$ cat config.mk
export PLATFORM = sky130hd
export DESIGN_NAME = mips_ifetch_flat
export DESIGN_NICKNAME = d
export VERILOG_FILES = /design/src/rtl/mips_pkg.sv /design/src/rtl/mips_ifetch_if.sv /design/src/rtl/mips_next_pc.sv /design/src/rtl/mips_ifetch.sv /design/src/flat_wrapper.sv
export SDC_FILE = /design/constraint.sdc
export NUM_CORES = 1
export LEC_CHECK = 0
export ABC_AREA = 0
export BUFFER_PORTS_ARGS = -buffer_cell sky130_fd_sc_hd__buf_2
export CAP_MARGIN = 20
export CORE_ASPECT_RATIO = 0.6
export CORE_MARGIN = 2
export CORE_UTILIZATION = 47
export DETAILED_ROUTE_END_ITERATION = 10
export PLACE_DENSITY = 0.85
export SLEW_MARGIN = 5
export SYNTH_ARGS = -nofsm -noshare
export SYNTH_HDL_FRONTEND = slang
export SYNTH_SLANG_ARGS = --single-unit
$ cat constraint.sdc
create_clock -name CLK -period 3.05 [get_ports CLK]
set_clock_uncertainty 0.05 [all_clocks]
set_input_delay 0.1525 -clock CLK [delete_from_list [all_inputs] [get_ports CLK]]
set_output_delay 0.1525 -clock CLK [all_outputs]
set_load 0.02 [all_outputs]
$ cat src/rtl/mips_pkg.sv
// rtl/mips_pkg.sv - shared types and constants for the MIPS instruction-fetch stage
//
// Contents:
//   fetch_state_e         fetch FSM states (BOOT, FETCH, FLUSH)
//   NOP                   value held in the IF/ID slot after reset
//   PC_INCR               sequential PC increment (one 32-bit word)
//   DEFAULT_RESET_VECTOR  default PC loaded while reset is high
//   jump_target()         J-format target from the jump's own PC and instr_index

package mips_pkg;

  typedef enum logic [1:0] {
    BOOT  = 2'd0,
    FETCH = 2'd1,
    FLUSH = 2'd2
  } fetch_state_e;

  localparam logic [31:0] NOP                  = 32'h0000_0000;
  localparam logic [31:0] PC_INCR              = 32'd4;
  localparam logic [31:0] DEFAULT_RESET_VECTOR = 32'h0000_0000;

  // The region bits come from the address of the delay-slot word (jump PC + 4),
  // so a jump sitting in the last word of a 256 MB region lands in the next one.
  function automatic logic [31:0] jump_target(input logic [31:0] instr_pc,
                                              input logic [25:0] instr_index);
    logic [31:0] pc_plus4;
    pc_plus4 = instr_pc + PC_INCR;
    return {pc_plus4[31:28], instr_index, 2'b00};
  endfunction

endpackage

$ cat src/rtl/mips_ifetch_if.sv
// rtl/mips_ifetch_if.sv - instruction-memory read channel between fetch stage and memory
//
// Signals:
//   IMEM_REQ    read request (fetch -> memory), held until IMEM_ACK
//   IMEM_ADDR   word address (fetch -> memory), stable while waiting
//   IMEM_ACK    read complete, IMEM_RDATA valid (memory -> fetch)
//   IMEM_RDATA  read data (memory -> fetch)
// Modports: master = fetch stage, slave = instruction memory.

interface mips_ifetch_if;

  logic        IMEM_REQ;
  logic [31:0] IMEM_ADDR;
  logic        IMEM_ACK;
  logic [31:0] IMEM_RDATA;

  modport master (
    output IMEM_REQ,
    output IMEM_ADDR,
    input  IMEM_ACK,
    input  IMEM_RDATA
  );

  modport slave (
    input  IMEM_REQ,
    input  IMEM_ADDR,
    output IMEM_ACK,
    output IMEM_RDATA
  );

endinterface

$ cat src/rtl/mips_next_pc.sv
// rtl/mips_next_pc.sv - combinational next-PC select: hold, +4, branch or jump
//
// Ports:
//   pc_cur_i         current PC from the PC register
//   instr_pc_i       address of the instruction in the IF/ID slot (jump source)
//   advance_i        a fetch completed this cycle; step to pc_cur_i + 4
//   redirect_en_i    redirects are honoured (not in BOOT)
//   branch_taken_i   branch redirect request
//   branch_target_i  branch target address
//   jump_i           jump redirect request (wins over branch)
//   jump_index_i     J-format instr_index field
//   pc_next_o        selected next PC

module mips_next_pc
  import mips_pkg::*;
(
  input  logic [31:0] pc_cur_i,
  input  logic [31:0] instr_pc_i,
  input  logic        advance_i,
  input  logic        redirect_en_i,
  input  logic        branch_taken_i,
  input  logic [31:0] branch_target_i,
  input  logic        jump_i,
  input  logic [25:0] jump_index_i,
  output logic [31:0] pc_next_o
);

  logic [31:0] pc_plus4;
  logic [31:0] jump_tgt;

  always_comb begin
    pc_plus4  = pc_cur_i + PC_INCR;  // modulo 2^32: 32'hFFFF_FFFC wraps to 0
    jump_tgt  = jump_target(instr_pc_i, jump_index_i);
    pc_next_o = pc_cur_i;
    if (redirect_en_i && jump_i) begin
      pc_next_o = jump_tgt;
    end else if (redirect_en_i && branch_taken_i) begin
      pc_next_o = branch_target_i;
    end else if (advance_i) begin
      pc_next_o = pc_plus4;
    end
  end

endmodule

$ cat src/rtl/mips_ifetch.sv
// rtl/mips_ifetch.sv - MIPS instruction-fetch stage wrapped around the PC register
//
// Ports:
//   CLK, RESET      clock; synchronous active-high reset
//   PC_CUR          current PC from the PC register
//   PC_NEXT         next PC to the PC register input (combinational)
//   imem            instruction-memory read channel (mips_ifetch_if.master)
//   STALL           decode cannot accept INSTR this cycle
//   BRANCH_TAKEN    redirect to BRANCH_TARGET
//   BRANCH_TARGET   branch target address
//   JUMP            redirect to the J-format target (wins over BRANCH_TAKEN)
//   JUMP_INDEX      J-format instr_index field
//   INSTR           fetched instruction (IF/ID slot)
//   INSTR_PC        address of INSTR
//   INSTR_VALID     INSTR holds an unconsumed instruction
//   FETCH_ERR       sticky misaligned-PC flag (only with IFETCH_ALIGN_CHECK_EN)
//
// Build option IFETCH_ALIGN_CHECK_EN: misaligned PCs are refused in FETCH and
// flagged on FETCH_ERR. Without it the low two PC bits are dropped from IMEM_ADDR.
//
// The PC register has no enable, so every "stall" here is PC_NEXT = PC_CUR.

module mips_ifetch
  import mips_pkg::*;
#(
  parameter logic [31:0] RESET_VECTOR = DEFAULT_RESET_VECTOR
) (
  input  logic                 CLK,
  input  logic                 RESET,
  input  logic [31:0]          PC_CUR,
  output logic [31:0]          PC_NEXT,
  mips_ifetch_if.master        imem,
  input  logic                 STALL,
  input  logic                 BRANCH_TAKEN,
  input  logic [31:0]          BRANCH_TARGET,
  input  logic                 JUMP,
  input  logic [25:0]          JUMP_INDEX,
  output logic [31:0]          INSTR,
  output logic [31:0]          INSTR_PC,
  output logic                 INSTR_VALID
`ifdef IFETCH_ALIGN_CHECK_EN
  ,
  output logic                 FETCH_ERR
`endif
);

  fetch_state_e state_q, state_d;
  logic         outstanding_q, outstanding_d;  // request raised and not yet acked
  logic [31:0]  req_addr_q, req_addr_d;
  logic [31:0]  instr_q, instr_d;
  logic [31:0]  instr_pc_q, instr_pc_d;
  logic         valid_q, valid_d;

  logic         slot_free;
  logic         misaligned;
  logic [31:0]  fetch_addr;
  logic         redirect_en;
  logic         redirect;
  logic         advance;
  logic         req;
  logic [31:0]  addr;
  logic [31:0]  pc_sel;

`ifdef IFETCH_ALIGN_CHECK_EN
  logic         err_q, err_d;

  assign misaligned = (PC_CUR[1:0] != 2'b00);
  assign fetch_addr = PC_CUR;
`else
  assign misaligned = 1'b0;
  assign fetch_addr = {PC_CUR[31:2], 2'b00};
`endif

  // A slot being consumed this cycle counts as free, which is what lets a
  // zero-wait memory stream one instruction per cycle.
  assign slot_free   = !valid_q || !STALL;
  assign redirect_en = (state_q != BOOT);
  assign redirect    = redirect_en && (JUMP || BRANCH_TAKEN);

  always_comb begin
    state_d    = state_q;
    req        = 1'b0;
    addr       = fetch_addr;
    advance    = 1'b0;
    valid_d    = valid_q && STALL;
    instr_d    = instr_q;
    instr_pc_d = instr_pc_q;

    unique case (state_q)
      BOOT: begin
        state_d = FETCH;
      end

      FETCH: begin
        // Once raised, the request is held through STALL; by the time it was
        // raised the slot was free, so it is empty when the data arrives.
        req = !misaligned && (outstanding_q || slot_free);
        if (req && imem.IMEM_ACK && !redirect) begin
          advance    = 1'b1;
          valid_d    = 1'b1;
          instr_d    = imem.IMEM_RDATA;
          instr_pc_d = PC_CUR;
        end
        // The abandoned read must still be completed before fetching the
        // target, and PC_CUR no longer names it, so replay the latched address.
        if (redirect && req && !imem.IMEM_ACK) begin
          state_d = FLUSH;
        end
      end

      FLUSH: begin
        req  = 1'b1;
        addr = req_addr_q;
        if (imem.IMEM_ACK) begin
          state_d = FETCH;
        end
      end

      default: begin
        state_d = BOOT;
      end
    endcase

    if (redirect) begin
      valid_d = 1'b0;
    end
  end

  assign outstanding_d = req && !imem.IMEM_ACK;
  assign req_addr_d    = (req && !imem.IMEM_ACK) ? addr : req_addr_q;

`ifdef IFETCH_ALIGN_CHECK_EN
  always_comb begin
    err_d = err_q;
    if (redirect) begin
      err_d = 1'b0;
    end else if (state_q == FETCH && misaligned) begin
      err_d = 1'b1;
    end
  end
`endif

  mips_next_pc u_next_pc (
    .pc_cur_i        (PC_CUR),
    .instr_pc_i      (instr_pc_q),
    .advance_i       (advance),
    .redirect_en_i   (redirect_en),
    .branch_taken_i  (BRANCH_TAKEN),
    .branch_target_i (BRANCH_TARGET),
    .jump_i          (JUMP),
    .jump_index_i    (JUMP_INDEX),
    .pc_next_o       (pc_sel)
  );

  always_ff @(posedge CLK) begin
    if (RESET) begin
      state_q       <= BOOT;
      outstanding_q <= 1'b0;
      req_addr_q    <= 32'h0000_0000;
      instr_q       <= NOP;
      instr_pc_q    <= 32'h0000_0000;
      valid_q       <= 1'b0;
`ifdef IFETCH_ALIGN_CHECK_EN
      err_q         <= 1'b0;
`endif
    end else begin
      state_q       <= state_d;
      outstanding_q <= outstanding_d;
      req_addr_q    <= req_addr_d;
      instr_q       <= instr_d;
      instr_pc_q    <= instr_pc_d;
      valid_q       <= valid_d;
`ifdef IFETCH_ALIGN_CHECK_EN
      err_q         <= err_d;
`endif
    end
  end

  assign PC_NEXT        = RESET ? RESET_VECTOR : pc_sel;
  assign imem.IMEM_REQ  = req;
  assign imem.IMEM_ADDR = addr;
  assign INSTR          = instr_q;
  assign INSTR_PC       = instr_pc_q;
  assign INSTR_VALID    = valid_q;
`ifdef IFETCH_ALIGN_CHECK_EN
  assign FETCH_ERR      = err_q;
`endif

endmodule

$ cat src/flat_wrapper.sv
// flat-port wrapper written by rule: the top's interface ports become plain ports
module mips_ifetch_flat import mips_pkg::*;
#(
  parameter logic [31:0] RESET_VECTOR = DEFAULT_RESET_VECTOR
)
  (CLK, RESET, PC_CUR, PC_NEXT, STALL, BRANCH_TAKEN, BRANCH_TARGET, JUMP, JUMP_INDEX, INSTR, INSTR_PC, INSTR_VALID, imem_IMEM_REQ, imem_IMEM_ADDR, imem_IMEM_ACK, imem_IMEM_RDATA);
  mips_ifetch_if imem_i ();
  input  logic CLK;
  input  logic RESET;
  input  logic [31:0] PC_CUR;
  output logic [31:0] PC_NEXT;
  input  logic STALL;
  input  logic BRANCH_TAKEN;
  input  logic [31:0] BRANCH_TARGET;
  input  logic JUMP;
  input  logic [25:0] JUMP_INDEX;
  output logic [31:0] INSTR;
  output logic [31:0] INSTR_PC;
  output logic INSTR_VALID;
  output wire logic [$bits(imem_i.IMEM_REQ)-1:0] imem_IMEM_REQ;
  output wire logic [$bits(imem_i.IMEM_ADDR)-1:0] imem_IMEM_ADDR;
  input wire logic [$bits(imem_i.IMEM_ACK)-1:0] imem_IMEM_ACK;
  input wire logic [$bits(imem_i.IMEM_RDATA)-1:0] imem_IMEM_RDATA;
  assign imem_IMEM_REQ = imem_i.IMEM_REQ;
  assign imem_IMEM_ADDR = imem_i.IMEM_ADDR;
  assign imem_i.IMEM_ACK = imem_IMEM_ACK;
  assign imem_i.IMEM_RDATA = imem_IMEM_RDATA;
  mips_ifetch #(.RESET_VECTOR(RESET_VECTOR)) u_core (.CLK(CLK), .RESET(RESET), .PC_CUR(PC_CUR), .PC_NEXT(PC_NEXT), .imem(imem_i), .STALL(STALL), .BRANCH_TAKEN(BRANCH_TAKEN), .BRANCH_TARGET(BRANCH_TARGET), .JUMP(JUMP), .JUMP_INDEX(JUMP_INDEX), .INSTR(INSTR), .INSTR_PC(INSTR_PC), .INSTR_VALID(INSTR_VALID));
endmodule
**Word-level counts from Yosys, hierarchy flattened**

Index checks and enable logic that the tools add are counted.

- Input port bits: 128
- Word-level logic and storage cells: 46
- Output and inout bits: 130
- Register bits after elaboration: 100

- Muxes and demuxes: 13
- Equal/unequal tests: 4
- $add $sub $neg: 2
- Reductions and logical operators: 21

Operators by type and width:

| operator | count |
|---|---|
| $mux 32 | 5 |
| $add 32x3->32 const B | 2 |
| $logic_and 1x1->1 | 9 |
| $pmux 2 s3 | 1 |
| $logic_not 1->1 | 4 |
| $mux 1 | 4 |
| $mux 2 | 2 |
| $reduce_and 2->1 | 2 |
| $logic_or 1x1->1 | 3 |
| $eq 2x1->1 const B | 1 |
| $eq 2x2->1 const B | 1 |
| $logic_not 2->1 | 1 |
| $ne 2x1->1 const B | 1 |
| $ne 2x2->1 const B | 1 |
| $pmux 1 s2 | 1 |
| $reduce_bool 2->1 | 1 |
| $reduce_or 2->1 | 1 |

**Logic depth before layout (Yosys ltp)**

- Depth after elaboration: 11
- Depth in mapped cells: 9

**By module**

A second synthesis with hierarchy kept.

- Cell total of the unflattened synthesis: 707
- Area total of the unflattened synthesis: 6277.3 um2

Modules (own cells, without submodules):

| module | cells an instance | area an instance (um2) | times used |
|---|---|---|---|
| mips_ifetch | 478 | 4931.0 | 1 |
| mips_next_pc | 229 | 1346.3 | 1 |

**Least setup slack after synthesis**

No wires, ideal clock.

- Kind: register to output
- Start point: register u_core.state_q[0]
- End point: output PC_NEXT[27]
- Cell stages (with the launch flop): 10
- Arrival: 2185 ps
- Path slack: 662 ps
- Buffers on the path: 1
- Cells stage by stage: dfxtp_1 -> inv_1 -> ha_1 -> o21bai_1 -> and4_1 -> buf_4 -> nand3_1 -> nor3_1 -> xnor2_1 -> a211oi_1

- Longest elaborated chain between the ends: 10
- Elaborated cells between the ends (all ways): 13
- Those cells by class: eq/ne: 1; mux: 6; reduce/logical: 6

RTL lines:

| element | line | text |
|---|---|---|
| start, declared | mips_ifetch.sv:47 | `fetch_state_e state_q, state_d;` |
| start signal, assigned | mips_ifetch.sv:167 | `state_q <= state_d;` |
| $reduce_bool 2->1 | mips_ifetch.sv:77 | `assign redirect_en = (state_q != BOOT);` |
| $logic_and 1x1->1 | mips_ifetch.sv:78 | `assign redirect = redirect_en && (JUMP \|\| BRANCH_TAKEN);` |
| $logic_not 1->1 | mips_ifetch.sv:98 | `if (req && imem.IMEM_ACK && !redirect) begin` |
| $logic_and 1x1->1 | mips_ifetch.sv:98 |  |
| $mux 1 | mips_ifetch.sv:98 |  |
| $mux 1 | mips_ifetch.sv:89 | `unique case (state_q)` |
| $mux 32 | mips_next_pc.sv:39 | `end else if (advance_i) begin` |
| $mux 32 | mips_next_pc.sv:37 | `end else if (redirect_en_i && branch_taken_i) begin` |
| $mux 32 (*) | mips_next_pc.sv:35 | `if (redirect_en_i && jump_i) begin` |
| $mux 32 (*) | mips_ifetch.sv:179 | `assign PC_NEXT = RESET ? RESET_VECTOR : pc_sel;` |
| end, declared | flat_wrapper.sv:11 | `output logic [31:0] PC_NEXT;` |

Mark *: on every way between the ends. The rest lies on a longest branch, timed or not.

**Worst setup path after layout**

- Start point: register u_core.state_q[0]
- End point: output PC_NEXT[14]

Same word-level chain as after synthesis.

==> impl_metrics.tcl <==
set metrics [dict create \
    status "finished, final reports clean" \
    arrival_ns 2.65 \
    totalPowerFinal_uw 5050 \
    cpPeakStageDelay_ns 0.53 \
    switching_share_pct 42.4 \
    layout_min_cycle_time_ns 2.85 \
    synthCells 681 \
    slew_viol_final 0 \
    std_cell_rows 29 \
    cpMaxStageDelayCell "or4b_1" \
    clockRootBuffer "clkbuf_16" \
    synth.net_count 813 \
    cp_num_buf_inv 2 \
    antenna_cells 0 \
    regToRegSetupSlack_ns 0.90 \
    post_cts_buffers 0 \
    pin_count 258 \
    grt.total_usage_pct 30.7 \
    synth_flop_cell "dfxtp_1" \
    ir_drop_mv 0.372 \
    die_y_um 86.1 \
    ys_ff_latch 100 \
    grt_pass1_wl_mm 29.0 \
    p_seq_share_pct 31.9 \
    design.core.area_um2 10700 \
    relSlewSlack_pct 52.5 \
    wl_per_cell_um 17.9 \
    p_leak_uw 0.00314 \
    crit_path_max_fanout 9 \
    synth-edff-count 0 \
    rsz0062_at_grt "false" \
    cts_buffer_depth 2 \
    dieArea_um2 12100 \
    grt_pass1_vias 5489 \
    cts_buffers 9 \
    drv_cap 0 \
    finalNetCount 1074 \
    ys_seq_area_share_pct 37.9 \
    worstMarginPinSlew_ns 0.706 \
    min_delay_worst_endpoint "u_core.INSTR[17]$_SDFFE_PP0P_" \
    setup-violations-final 0 \
    cp-start-kind "register" \
    cts_tree "yes" \
    hold_violations 0 \
    crit_chain "inv_1 -> ha_2 -> o21bai_4 -> nand4_1 -> or4b_1 -> xnor2_1 -> a222oi_1 -> nor2_1 -> buf_2" \
    synthArstFlopShare_pct 0 \
    drtIter0Drc 446 \
    via_per_inst 5.58 \
    vias 6056 \
    clk_pin_slew_ns 0.07 \
    synth_warnings 0 \
    reg2reg_from "u_core.state_q[0]$_SDFFE_PP0P_" \
    place.gp.congestion 0.976 \
    pwr-share-comb_pct 46.5 \
    endpoint_kind "output port" \
    fp.dieW_um 141 \
    synth_cell_types 49 \
    cpLargestDelayFamily "simple AND/OR/NAND/NOR gates" \
    internal-power_uw 2910 \
    drc 0 \
    htreeDepth 3 \
    avgSynthCellArea_um2 7.76 \
    initial_core_util_pct 49.2 \
    io_buffers 257 \
    final_antenna_net_count 0 \
    post-route-period-util_pct 93.4 \
    hp-start "imem_IMEM_RDATA[17]" \
    dp_hpwl_mm 14.1 \
    r2r_end "u_core.state_q[0]$_SDFFE_PP0P_" \
    gr-total-overflow 0 \
    syn_to_final_growth_pct 37.4 \
    yosys.area.top_type "dfxtp_1" \
    synth_common_cells "153 x nand2_1, 100 x dfxtp_1, 77 x a21oi_1" \
    tns_ns 0 \
    clock.fmax_mhz 351 \
    netlist.area_leader.share_pct 37.9 \
    rr_worst_depth 8 \
    synth_area_leaders "dfxtp_1 38%, nand2_1 11%, a21oi_1 7.3%" \
    hold_class "primary input to register" \
    drive_above_1_share_pct 35.2 \
    netlist_area_um2 5280 \
    worstSkewPairLatency_ns 0.34 \
    grt_max_degree 67 \
    drt-pass1-iter-count 6 \
    hold_depth 3 \
    numClockSinks 100 \
    synth_most_common_cell "nand2_1" \
    required_ns 2.85 \
    p_clk_share_pct 21.6 \
    antenna_found_initial 0 \
    p_per_area_nw_per_um2 695 \
    wl_mm 19.4 \
    netSwitchingPower_uw 2140 \
    path_class "register to output port" \
]
[per-layer routing]
| layer | wire length (um) | vias to the layer above | global-route usage (%) | part of all wire, % |
|---|---|---|---|---|
| li1 | - | 2876 | - | - |
| met5 | 0 | - | 0 | 0 |
| met2 | 9000 | 313 | 51.6 | 46 |
| met4 | 253 | 0 | 7.45 | 1.3 |
| met1 | 8040 | 2845 | 39.1 | 41 |
| met3 | 2130 | 22 | 9.32 | 11 |
[through the flow]
stage / area, um2 / util [%] / worst slack (ns) / hold WS (ns) / std cells
2_1_floorplan: 5280 / - / 0.662 / 0.239 / 681
3_3_place_gp: 6710 / 62.5 / 0.370 / 0.345 / 1046
3_5_place_dp: 6710 / 62.5 / 0.291 / 0.351 / 1046
4_1_cts: 7220 / 67.2 / 0.0714 / 0.00203 / 1085
5_1_grt: 7260 / 67.6 / 0.0603 / 0.0138 / 1086
6_report: 7260 / 67.6 / 0.200 / 0.0103 / 1086
[power by group through the flow]
stage | clock, uW | sequential [uW] | combinational (uW)
finish | 1090 | 1610 | 2350
global route | 1160 | 1630 | 2520
CTS | 1100 | 1610 | 2280
detailed placement | 0 | 1640 | 2250
global placement | 0 | 1630 | 2230
floorplan | 0 | 1770 | 1330
[registers in the layout, summed over array words and instances (netlist names)]
name,flops
u_core.INSTR,32
u_core.INSTR_PC,32
u_core.INSTR_VALID,1
u_core.outstanding_q,1
u_core.req_addr_q,32
u_core.state_q,2
[worst max path at each step]
stage	startpoint	end	slack, ns	cells after the start
after floorplan	u_core.state_q[0]$_SDFFE_PP0P_	PC_NEXT[27]	0.66	9
after global placement	u_core.state_q[0]$_SDFFE_PP0P_	PC_NEXT[10]	0.37	10
after detailed placement	u_core.state_q[0]$_SDFFE_PP0P_	PC_NEXT[30]	0.29	9
after CTS	u_core.state_q[0]$_SDFFE_PP0P_	PC_NEXT[30]	0.07	9
after global routing	u_core.state_q[0]$_SDFFE_PP0P_	PC_NEXT[14]	0.06	9
final	u_core.state_q[0]$_SDFFE_PP0P_	PC_NEXT[14]	0.20	9
[worst reg2reg max path, stage by stage (launching register included)]
cell and delay (ns):
dfxtp_1 0.34, inv_1 0.08, ha_2 0.23, nor2b_2 0.16
buf_4 0.38, o21ai_0 0.14, o21ai_0 0.26, nand2_1 0.11
a221oi_1 0.30
[what timing repair did]
item,in CTS,in global routing
setup endpoints to repair,6,16
pin swaps,0,1
hold buffers,23,0
endpoints found under the hold margin,23,0
gates resized for setup,1,4
gates cloned,0,1
[cell families after synthesis]
group	synth area share, %
xor+xnor	4.64
compound gates	15.8
buf+inv	4.66
simple gates	24.7
flops	37.9
fa+ha+maj	0.947
mux	11.4
[placed cells by master (no fill, tap or decap), drive strengths merged, types with 12 or more instances in the layout]
cell and count:
buf 276, nand2 153, dfxtp 100, a21oi 77
nor2 56, mux2i 32, o21ai 28, mux2 25
dlygate4sd3 23, xnor2 18, nand3 18, nand4 15
inv 14, clkbuf 12
[layout make-up]
class | instances | area (um2)
clock inverter | 5 | 43.8
sequential | 100 | 2000
multi-input combinational | 520 | 3070
timing repair buffer | 300 | 1700
fill | 936 | 3480
tap | 139 | 174
inverter | 11 | 41.3
clock buffer | 11 | 233
(Power assumes the default switching activity.)
